**src/rtl/clk_meas_pkg.sv**
```systemverilog
// rtl/clk_meas_pkg.sv - shared state encoding and default sizing for clock_period_meter
package clk_meas_pkg;

  localparam int CNT_W_DEF  = 16;
  localparam int TOL_DEF    = 1;
  localparam int LOCK_N_DEF = 4;

  typedef enum logic {
    ST_IDLE    = 1'b0,
    ST_MEASURE = 1'b1
  } state_e;

endpackage

```
**src/rtl/clock_period_meter_sync_edge.sv**
```systemverilog
// rtl/clock_period_meter_sync_edge.sv - 2-FF synchronizer with edge detection for the measured signal
module sync_edge (
  input  logic clkin,
  input  logic rst,
  input  logic sigin,
  output logic s2,
  output logic rise,
  output logic fall
);

  logic s1_q;
  logic s2_q;
  logic s3_q;

  // Two flops absorb metastability; the third holds the previous settled value for edge detection.
  always_ff @(posedge clkin or posedge rst) begin
    if (rst) begin
      s1_q <= 1'b0;
      s2_q <= 1'b0;
      s3_q <= 1'b0;
    end else begin
      s1_q <= sigin;
      s2_q <= s1_q;
      s3_q <= s2_q;
    end
  end

  assign s2   = s2_q;
  assign rise = s2_q & ~s3_q;
  assign fall = ~s2_q & s3_q;

endmodule

```
**src/rtl/clock_period_meter.sv**
```systemverilog
// rtl/clock_period_meter.sv - measures period, high time and stability of a slow asynchronous input
module clock_period_meter
  import clk_meas_pkg::*;
#(
  parameter int CNT_W  = CNT_W_DEF,
  parameter int TOL    = TOL_DEF,
  parameter int LOCK_N = LOCK_N_DEF
) (
  input  logic             clkin,
  input  logic             rst,
  input  logic             sigin,
  output logic [CNT_W-1:0] period,
  output logic [CNT_W-1:0] high_time,
  output logic             valid,
  output logic             locked,
  output logic             timeout
);

  localparam int MW = $clog2(LOCK_N + 1);
  localparam logic [CNT_W-1:0] CNT_MAX = '1;
  localparam logic [CNT_W-1:0] CNT_ONE = CNT_W'(1);
  localparam logic [CNT_W-1:0] TOL_W   = CNT_W'(TOL);
  localparam logic [MW-1:0]    LOCK_W  = MW'(LOCK_N);

  logic s2;
  logic rise;
  logic fall_unused;

  sync_edge u_sync (
    .clkin (clkin),
    .rst   (rst),
    .sigin (sigin),
    .s2    (s2),
    .rise  (rise),
    .fall  (fall_unused)
  );

  state_e           state_q,  state_d;
  logic [CNT_W-1:0] cnt_q,    cnt_d;
  logic [CNT_W-1:0] hcnt_q,   hcnt_d;
  logic [CNT_W-1:0] ref_q,    ref_d;
  logic [MW-1:0]    mcnt_q,   mcnt_d;
  logic             first_q,  first_d;
  logic [CNT_W-1:0] period_q, period_d;
  logic [CNT_W-1:0] high_q,   high_d;
  logic             valid_q,  valid_d;
  logic             locked_q, locked_d;
  logic             tmo_q,    tmo_d;

  logic [CNT_W-1:0] diff;

  // Distance between the period just completed and the previous one.
  always_comb begin
    diff = '0;
    if (cnt_q >= ref_q) begin
      diff = cnt_q - ref_q;
    end else begin
      diff = ref_q - cnt_q;
    end
  end

  // State, counters and output registers; every output clears immediately on reset.
  always_ff @(posedge clkin or posedge rst) begin
    if (rst) begin
      state_q  <= ST_IDLE;
      cnt_q    <= '0;
      hcnt_q   <= '0;
      ref_q    <= '0;
      mcnt_q   <= '0;
      first_q  <= 1'b0;
      period_q <= '0;
      high_q   <= '0;
      valid_q  <= 1'b0;
      locked_q <= 1'b0;
      tmo_q    <= 1'b0;
    end else begin
      state_q  <= state_d;
      cnt_q    <= cnt_d;
      hcnt_q   <= hcnt_d;
      ref_q    <= ref_d;
      mcnt_q   <= mcnt_d;
      first_q  <= first_d;
      period_q <= period_d;
      high_q   <= high_d;
      valid_q  <= valid_d;
      locked_q <= locked_d;
      tmo_q    <= tmo_d;
    end
  end

  // Next-state: wait for a first edge, then count between edges, publish, and track lock.
  always_comb begin
    state_d  = state_q;
    cnt_d    = cnt_q;
    hcnt_d   = hcnt_q;
    ref_d    = ref_q;
    mcnt_d   = mcnt_q;
    first_d  = first_q;
    period_d = period_q;
    high_d   = high_q;
    valid_d  = 1'b0;
    locked_d = locked_q;
    tmo_d    = tmo_q;

    case (state_q)
      ST_IDLE: begin
        if (rise) begin
          cnt_d   = CNT_ONE;
          hcnt_d  = CNT_ONE;
          tmo_d   = 1'b0;
          first_d = 1'b1;
          state_d = ST_MEASURE;
        end
      end

      ST_MEASURE: begin
        if (rise) begin
          // An edge arriving together with a full counter is still a valid measurement.
          period_d = cnt_q;
          high_d   = hcnt_q;
          valid_d  = 1'b1;
          cnt_d    = CNT_ONE;
          hcnt_d   = CNT_ONE;
          ref_d    = cnt_q;
          if (first_q) begin
            mcnt_d  = '0;
            first_d = 1'b0;
          end else if (diff <= TOL_W) begin
            if (mcnt_q != LOCK_W) begin
              mcnt_d = mcnt_q + MW'(1);
            end
            if (mcnt_d == LOCK_W) begin
              locked_d = 1'b1;
            end
          end else begin
            mcnt_d   = '0;
            locked_d = 1'b0;
          end
        end else if (cnt_q == CNT_MAX) begin
          // Counter is full with no edge: give up rather than wrap and report garbage.
          tmo_d    = 1'b1;
          locked_d = 1'b0;
          mcnt_d   = '0;
          state_d  = ST_IDLE;
        end else begin
          cnt_d = cnt_q + CNT_ONE;
          if (s2) begin
            hcnt_d = hcnt_q + CNT_ONE;
          end
        end
      end

      default: begin
        state_d = ST_IDLE;
      end
    endcase
  end

  assign period    = period_q;
  assign high_time = high_q;
  assign valid     = valid_q;
  assign locked    = locked_q;
  assign timeout   = tmo_q;

endmodule

```
**config.mk**
```make
export PLATFORM = sky130hd
export DESIGN_NAME = clock_period_meter
export DESIGN_NICKNAME = d
export VERILOG_FILES = /design/src/rtl/clk_meas_pkg.sv /design/src/rtl/clock_period_meter_sync_edge.sv /design/src/rtl/clock_period_meter.sv
export SDC_FILE = /design/constraint.sdc
export NUM_CORES = 1
export LEC_CHECK = 0
export ABC_AREA = 1
export CORE_MARGIN = 1
export CORE_UTILIZATION = 47
export DETAILED_ROUTE_END_ITERATION = 10
export GPL_ROUTABILITY_DRIVEN = 1
export HOLD_SLACK_MARGIN = 0.12
export PLACE_DENSITY_LB_ADDON = 0.05
export SLEW_MARGIN = 20
export SYNTH_ARGS = -nofsm -noshare
export SYNTH_HDL_FRONTEND = slang
export SYNTH_SLANG_ARGS = --single-unit
```
**constraint.sdc**
```tcl
create_clock -name clkin -period 7.8 [get_ports clkin]
set_input_delay 2.34 -clock clkin [delete_from_list [all_inputs] [get_ports clkin]]
set_output_delay 2.34 -clock clkin [all_outputs]
set_load 0.005 [all_outputs]
```
==> reports/summary.txt, run 1 <==
Postcts setup bufs -> 0
Final WL -> 13,600 um
Period Utilization, post-route -> 46.6%
# IOs -> 38
EDFF count, synth -> 0
Top FF cell, synth -> dfrtp_1
Worst-path clk slew -> 0.06 ns
Crit path depth -> 1
Routability cong. -> 0.931
Core area -> 0.0110 mm^2
Port Buf Inserts -> 37
Data required, critical path -> 5.46 ns
Crit. End Element -> output pin
Crit-path max cell delay -> 0.53 ns
CP top delay family -> buffers and inverters
Syn_area_per_cell -> 6.89 um^2
Post-synthesis mux area share -> 0%
Crit path capture -> period[1]
Final setup TNS -> 0 ns
Initial antenna violation count -> 0
DP HPWL -> 10,400 um
Register area -> 0.00188 mm^2
Post-Syn Instances -> 789
Worst Setup SP -> period[1]
Worst-margin pin slew -> 0.888 ns
Post-synthesis adder-cell area fraction -> 8.79%
Place WS -> 4.10 ns
Max Cap Viol -> 0
CP Max Fanout -> 4
Minimum clock period -> 3.64 ns
Setup CP Type -> reg -> out
R2r startpoint -> cnt_q[0]
Worst path cell trace -> clkdlybuf4s50_1
Distinct cells, synth -> 42
Detailed-route vias per instance -> 5.21
Ant. Diodes -> 0
Hold Buf Count CTS -> 0
Synth Area in Compound Gates -> 11.0%
Crit path arrival time -> 1.30 ns
CTS Buf Count -> 9
Slowest stage cell on the critical path -> clkdlybuf4s50_1
Die area -> 0.0120 mm^2
Synthesized area -> 0.00544 mm^2
FF+latch count, synth -> 75
CP startpoint kind -> flop
Area leader, netlist -> dfrtp_1
Initial Util -> 49.3%
Reg2Reg Depth -> 17
NumNets Final -> 867
Fmax achieved -> 0.275 GHz
Worst r2r dst -> locked
Clk_skew -> 0.00546 ns
CTS tree -> yes
Overall power -> 1.91 mW
Pwr dens -> 306 mW/mm^2
Final Hold Fails -> 0
Area growth syn-to-layout -> 14.8%
Die height -> 110 um
RSZ-0062 raised after global routing -> no
Leak -> 3.23 nW
Share of the synthesized area in the top cell type -> 34.5%
All-Layer GR Usage -> 24.4%
Vias in the first global route -> 4,656
Max_slew headroom -> 40.8%
Slew Limit Fails -> 0
Status -> finished, final reports clean
Resized cells post-CTS -> 0
Cell Rows -> 38
Most numerous cell in the Yosys netlist -> nand2_1
Final worst setup slack -> 4.16 ns
Largest net degree at the start of global routing -> 70
Yosys warns -> 0
Hold Slack -> 0.354 ns
Wirelength per Cell -> 14.0 um
Worst hold path class -> reg -> reg
Root buffer cell -> clkbuf_16
Buf/Inv on CP -> 1
GRT overflow -> 0
Combinational family with the most area after synthesis -> simple AND/OR/NAND/NOR gates
Global-route wire length before repair -> 22,500 um
Final setup violation count -> 0
Clock Sinks -> 75
Synth Area in Simple Gates -> 34.3%
DRC Markers -> 0
Multi-input combinational cell area -> 0.00299 mm^2
Synthesized net count -> 829
Die W -> 110 um
Clock Tree Buf Depth -> 2
Routed via count -> 5,064
R2R setup slack -> 5.07 ns
Htree depth -> 3
Layout cell share with drive strength beyond 1 -> 8.05%
Total iterations of the first detailed-routing run -> 5
Max rail drop VDD -> 163 uV
Top cells by area, synth -> dfrtp_1 (35%), nand2_1 (17%), inv_1 (8.4%)
Clk_lat worst skew -> 0.34 ns
XOR/XNOR share of the synthesized area -> 0.806%
# fillers -> 1,071
Register area share after synthesis -> 34.5%
Final ANT Viol Nets -> 0
Synth cell count leaders -> nand2_1 (242), inv_1 (122), dfrtp_1 (75), o21ai_0 (58)
Asr flop ratio synth -> 100%
Iteration-0 DRC Markers -> 404
[sequential cells by signal, summed over array words and instances (netlist names)]
register,count
locked,1
first_q,1
u_sync.s2,1
state_q,1
hcnt_q,16
u_sync.s3_q,1
high_time,16
u_sync.s1_q,1
period,16
mcnt_q,3
cnt_q,16
timeout,1
valid,1
[layout by cell type, fill, tap and decap left out, types with 3 or more instances in the layout]
cell,n
o21ai_0,58
nand2_4,5
nand4_1,18
o21a_1,3
inv_1,121
clkbuf_16,9
dfrtp_1,75
ha_1,35
nor2_4,4
nand3_1,49
nand2_2,7
clkdlybuf4s50_1,37
a21oi_2,4
nor2_1,48
nor4_1,5
nor3b_1,3
xor2_1,5
inv_2,14
nor3_1,11
nor2_2,7
nand2_1,242
a21oi_1,36
o21ai_1,4
[where the power goes]
group,internal [mW],switching (mW)
registers,0.417,0.0320
logic,0.353,0.695
clock network,0.248,0.166
[per-stage QoR]
stage	cell area [um^2]	utilization, %	cells
final	6240	56.6	972
after global routing	6240	56.6	972
after CTS	6240	56.6	972
after detailed placement	5950	53.9	956
after global placement	5950	53.9	956
after floorplan	5440	-	789
[how the worst min path moves through the flow]
stage           startpoint        end  slack (ns)  cells past startpoint
2_1_floorplan  u_sync.s1_q  u_sync.s2        0.33                      0
3_3_place_gp   u_sync.s1_q  u_sync.s2        0.34                      0
3_5_place_dp   u_sync.s1_q  u_sync.s2        0.34                      0
4_1_cts        u_sync.s1_q  u_sync.s2        0.36                      0
5_1_grt        u_sync.s1_q  u_sync.s2        0.37                      0
6_report       u_sync.s1_q  u_sync.s2        0.35                      0
[cell families (layout without fill, tap and decap cells)]
logic type / after synthesis / after routing
DFF: 75 / 75
xor gates and xnor gates: 5 / 5
AOI/OAI and AO/OA: 112 / 112
adders and majority gates: 37 / 37
buffers and inverters: 149 / 192
and+or+nand+nor: 411 / 411
[final cells by class]
cell class	instances	area share (%)
Clock buffer	10	3.67
Clock inverter	6	1.04
Inverter	137	8.28
Multi-Input combinational cell	565	47.9
Sequential cell	75	30.1
Tap cell	140	2.81
Timing Repair Buffer	39	6.18
[metal layers]
metal	part of all wire, %	up-vias	global-route usage, %
met3	5.2	11	4.33
met5	0	-	0
met1	50	2332	35.5
li1	-	2578	-
met4	1.4	0	7.24
met2	44	143	37.0
Note: power is estimated with default switching activity, not from simulation.
==> run 2: changes to the inputs <==
==> constraint.sdc (replaced) <==
create_clock -name clkin -period 2.9 [get_ports clkin]
set_input_delay 0.87 -clock clkin [delete_from_list [all_inputs] [get_ports clkin]]
set_output_delay 0.87 -clock clkin [all_outputs]
set_load 0.005 [all_outputs]
==> run 2 against run 1 <==
Against the previous run: power rose to 2.7 times the previous value; setup slack lost 3.9 ns; routed wire length decreased by 0.43%; sequential cell count unchanged; combinational power grew to 2.7 times the previous value; first-iteration DRC count down 11%; sequential share of layout area decreased by 0.11 points; count of clock-buffer cells in the layout stayed put; critical endpoint is now locked; largest power group unchanged.
==> reports/summary.txt, run 2 (synthesis gave the netlist of run 1 again) <==
Port Buf Inserts -> 37
Worst hold path class -> reg -> reg
Initial Util -> 49.3%
All-Layer GR Usage -> 24.4%
Layout cell share with drive strength beyond 1 -> 8.16%
Routed via count -> 5,048
Crit-path max cell delay -> 0.47 ns
CP startpoint kind -> flop
Wire length on met1 -> 6840 um
CTS Buf Count -> 9
Die W -> 110 um
Minimum clock period -> 2.68 ns
Initial antenna violation count -> 0
Iteration-0 DRC Markers -> 360
Buf/Inv on CP -> 3
Detailed-route vias per instance -> 5.19
Commonest non-fill, non-tap cell in the layout -> nand2_1
Status -> finished, final reports clean
Met3 routed WL -> 677 um
Resized cells post-CTS -> 0
DP HPWL -> 10,600 um
Setup CP Type -> reg -> reg
Global-route wire length before repair -> 22,400 um
Ant. Diodes -> 0
Period Utilization, post-route -> 92.6%
# IOs -> 38
Die area -> 0.0120 mm^2
GRT overflow -> 0
Slowest stage cell on the critical path -> fa_1
Clock Sinks -> 75
Postcts setup bufs -> 0
Crit path arrival time -> 2.95 ns
Core area -> 0.0110 mm^2
Data required, critical path -> 3.16 ns
Htree depth -> 3
Most frequent cells in the layout -> nand2_1 (242), inv_1 (121), dfrtp_1 (75)
Clock Tree Buf Depth -> 2
Clk_skew -> 0.00757 ns
Area growth syn-to-layout -> 15.2%
Final Hold Fails -> 0
Max rail drop VDD -> 491 uV
Worst-path clk slew -> 0.06 ns
Leak -> 3.23 nW
CTS tree -> yes
Final WL -> 13,500 um
Cell mode on critical path -> nand2_1
Worst path cell trace -> inv_1 > ha_1 > inv_1 > fa_1 > inv_1 > nand2_1 > a21oi_1 > nand3_1 > nor2_1 > nand3_1 > nor2_1 > nand2_1 > nand2_1 > nand2_1 > nor2_4 > nand2_1 > a21oi_2
Uppermost layer routed -> met4
Vias in the first global route -> 4,554
Final ANT Viol Nets -> 0
Total iterations of the first detailed-routing run -> 5
Clk_lat worst skew -> 0.34 ns
Routability cong. -> 0.944
Post-Layout Inst Area -> 0.00626 mm^2
Root buffer cell -> clkbuf_16
Max_slew headroom -> 60.4%
Wirelength per Cell -> 13.9 um
Fmax achieved -> 0.372 GHz
DRC Markers -> 0
Met2 wire length -> 5840 um
Worst-margin pin slew -> 0.591 ns
Final setup violation count -> 0
Largest net degree at the start of global routing -> 70
Placed inst area -> 0.00598 mm^2
RSZ-0062 raised after global routing -> no
Hold Buf Count CTS -> 0
Pwr dens -> 818 mW/mm^2
Crit. End Element -> flop
NumNets Final -> 870
Hold Slack -> 0.349 ns
Final setup TNS -> 0 ns
Max Cap Viol -> 0
Die height -> 110 um
CP Max Fanout -> 4
Cell Rows -> 38
CP top delay family -> simple AND/OR/NAND/NOR gates
Slew Limit Fails -> 0
[run 2: changes by cell type in the layout (fill, tap and decap cells not counted), sizes merged]
cell / before / now
clkinvlp: 1 / 2
buf: 2 / 5
clkinv: 4 / 2
inv: 137 / 136
[run 2: path summary, 6_finish.rpt]
check	startpoint	end	slack [ns]	cells after the start
hold / removal	u_sync.s1_q	u_sync.s2	0.35	0
max in group asynchronous	rst	cnt_q[10]	1.53	3
setup reg to reg	period[0]	locked	0.22	17
setup / recovery	period[0]	locked	0.22	17
min in group asynchronous	rst	cnt_q[2]	0.74	2
hold reg to reg	u_sync.s1_q	u_sync.s2	0.35	0
[run 2: layout make-up]
class / count / area, um^2
fill: 1102 / 4770
sequential: 75 / 1880
inverter: 137 / 517
multi-input combinational: 565 / 2990
clock buffer: 10 / 229
timing repair buffer: 42 / 420
tap: 140 / 175
clock inverter: 4 / 53.8
[run 2: where the power goes]
group,total (mW),internal (mW),switching (mW)
registers,1.21,1.12,0.0842
logic,2.83,0.954,1.88
clock network,1.08,0.658,0.426
total,5.12,2.73,2.39
[run 2: metal layers]
| layer | global-route usage (%) | vias up |
|---|---|---|
| li1 | - | 2589 |
| met1 | 36.1 | 2308 |
| met2 | 36.1 | 136 |
| met3 | 4.98 | 15 |
| met4 | 6.10 | 0 |
| met5 | 0 | - |
[run 2: worst reg2reg max path, delay by kind of cell, from the launching register on]
kind                     cells  cell delay (ns)
AO/OA/AOI/OAI                2             0.23
adder cells (fa/ha/maj)      2             0.65
buffers and inverters        3             0.34
flip-flops                   1             0.40
AND/OR/NAND/NOR             10             0.99
[run 2: stage by stage]
stage | instances | utilization [%] | total power [mW] | setup WS [ns]
2_1_floorplan | 789 | - | 3.37 | 0.120
3_3_place_gp | 959 | 54.2 | 3.98 | 0.233
3_5_place_dp | 959 | 54.2 | 4.01 | 0.262
4_1_cts | 973 | 56.8 | 5.12 | 0.225
5_1_grt | 973 | 56.8 | 5.64 | 0.00514
6_report | 973 | 56.8 | 5.12 | 0.215
==> run 3: changes to the inputs <==
--- a/config.mk
+++ b/config.mk
@@ -12,7 +12,7 @@
 export GPL_ROUTABILITY_DRIVEN = 1
 export HOLD_SLACK_MARGIN = 0.12
 export PLACE_DENSITY_LB_ADDON = 0.05
-export SLEW_MARGIN = 20
+export SLEW_MARGIN = 10
 export SYNTH_ARGS = -nofsm -noshare
 export SYNTH_HDL_FRONTEND = slang
 export SYNTH_SLANG_ARGS = --single-unit
==> results of run 3 <==
No change in the layout: final DEF, timing and power equal those of run 2.
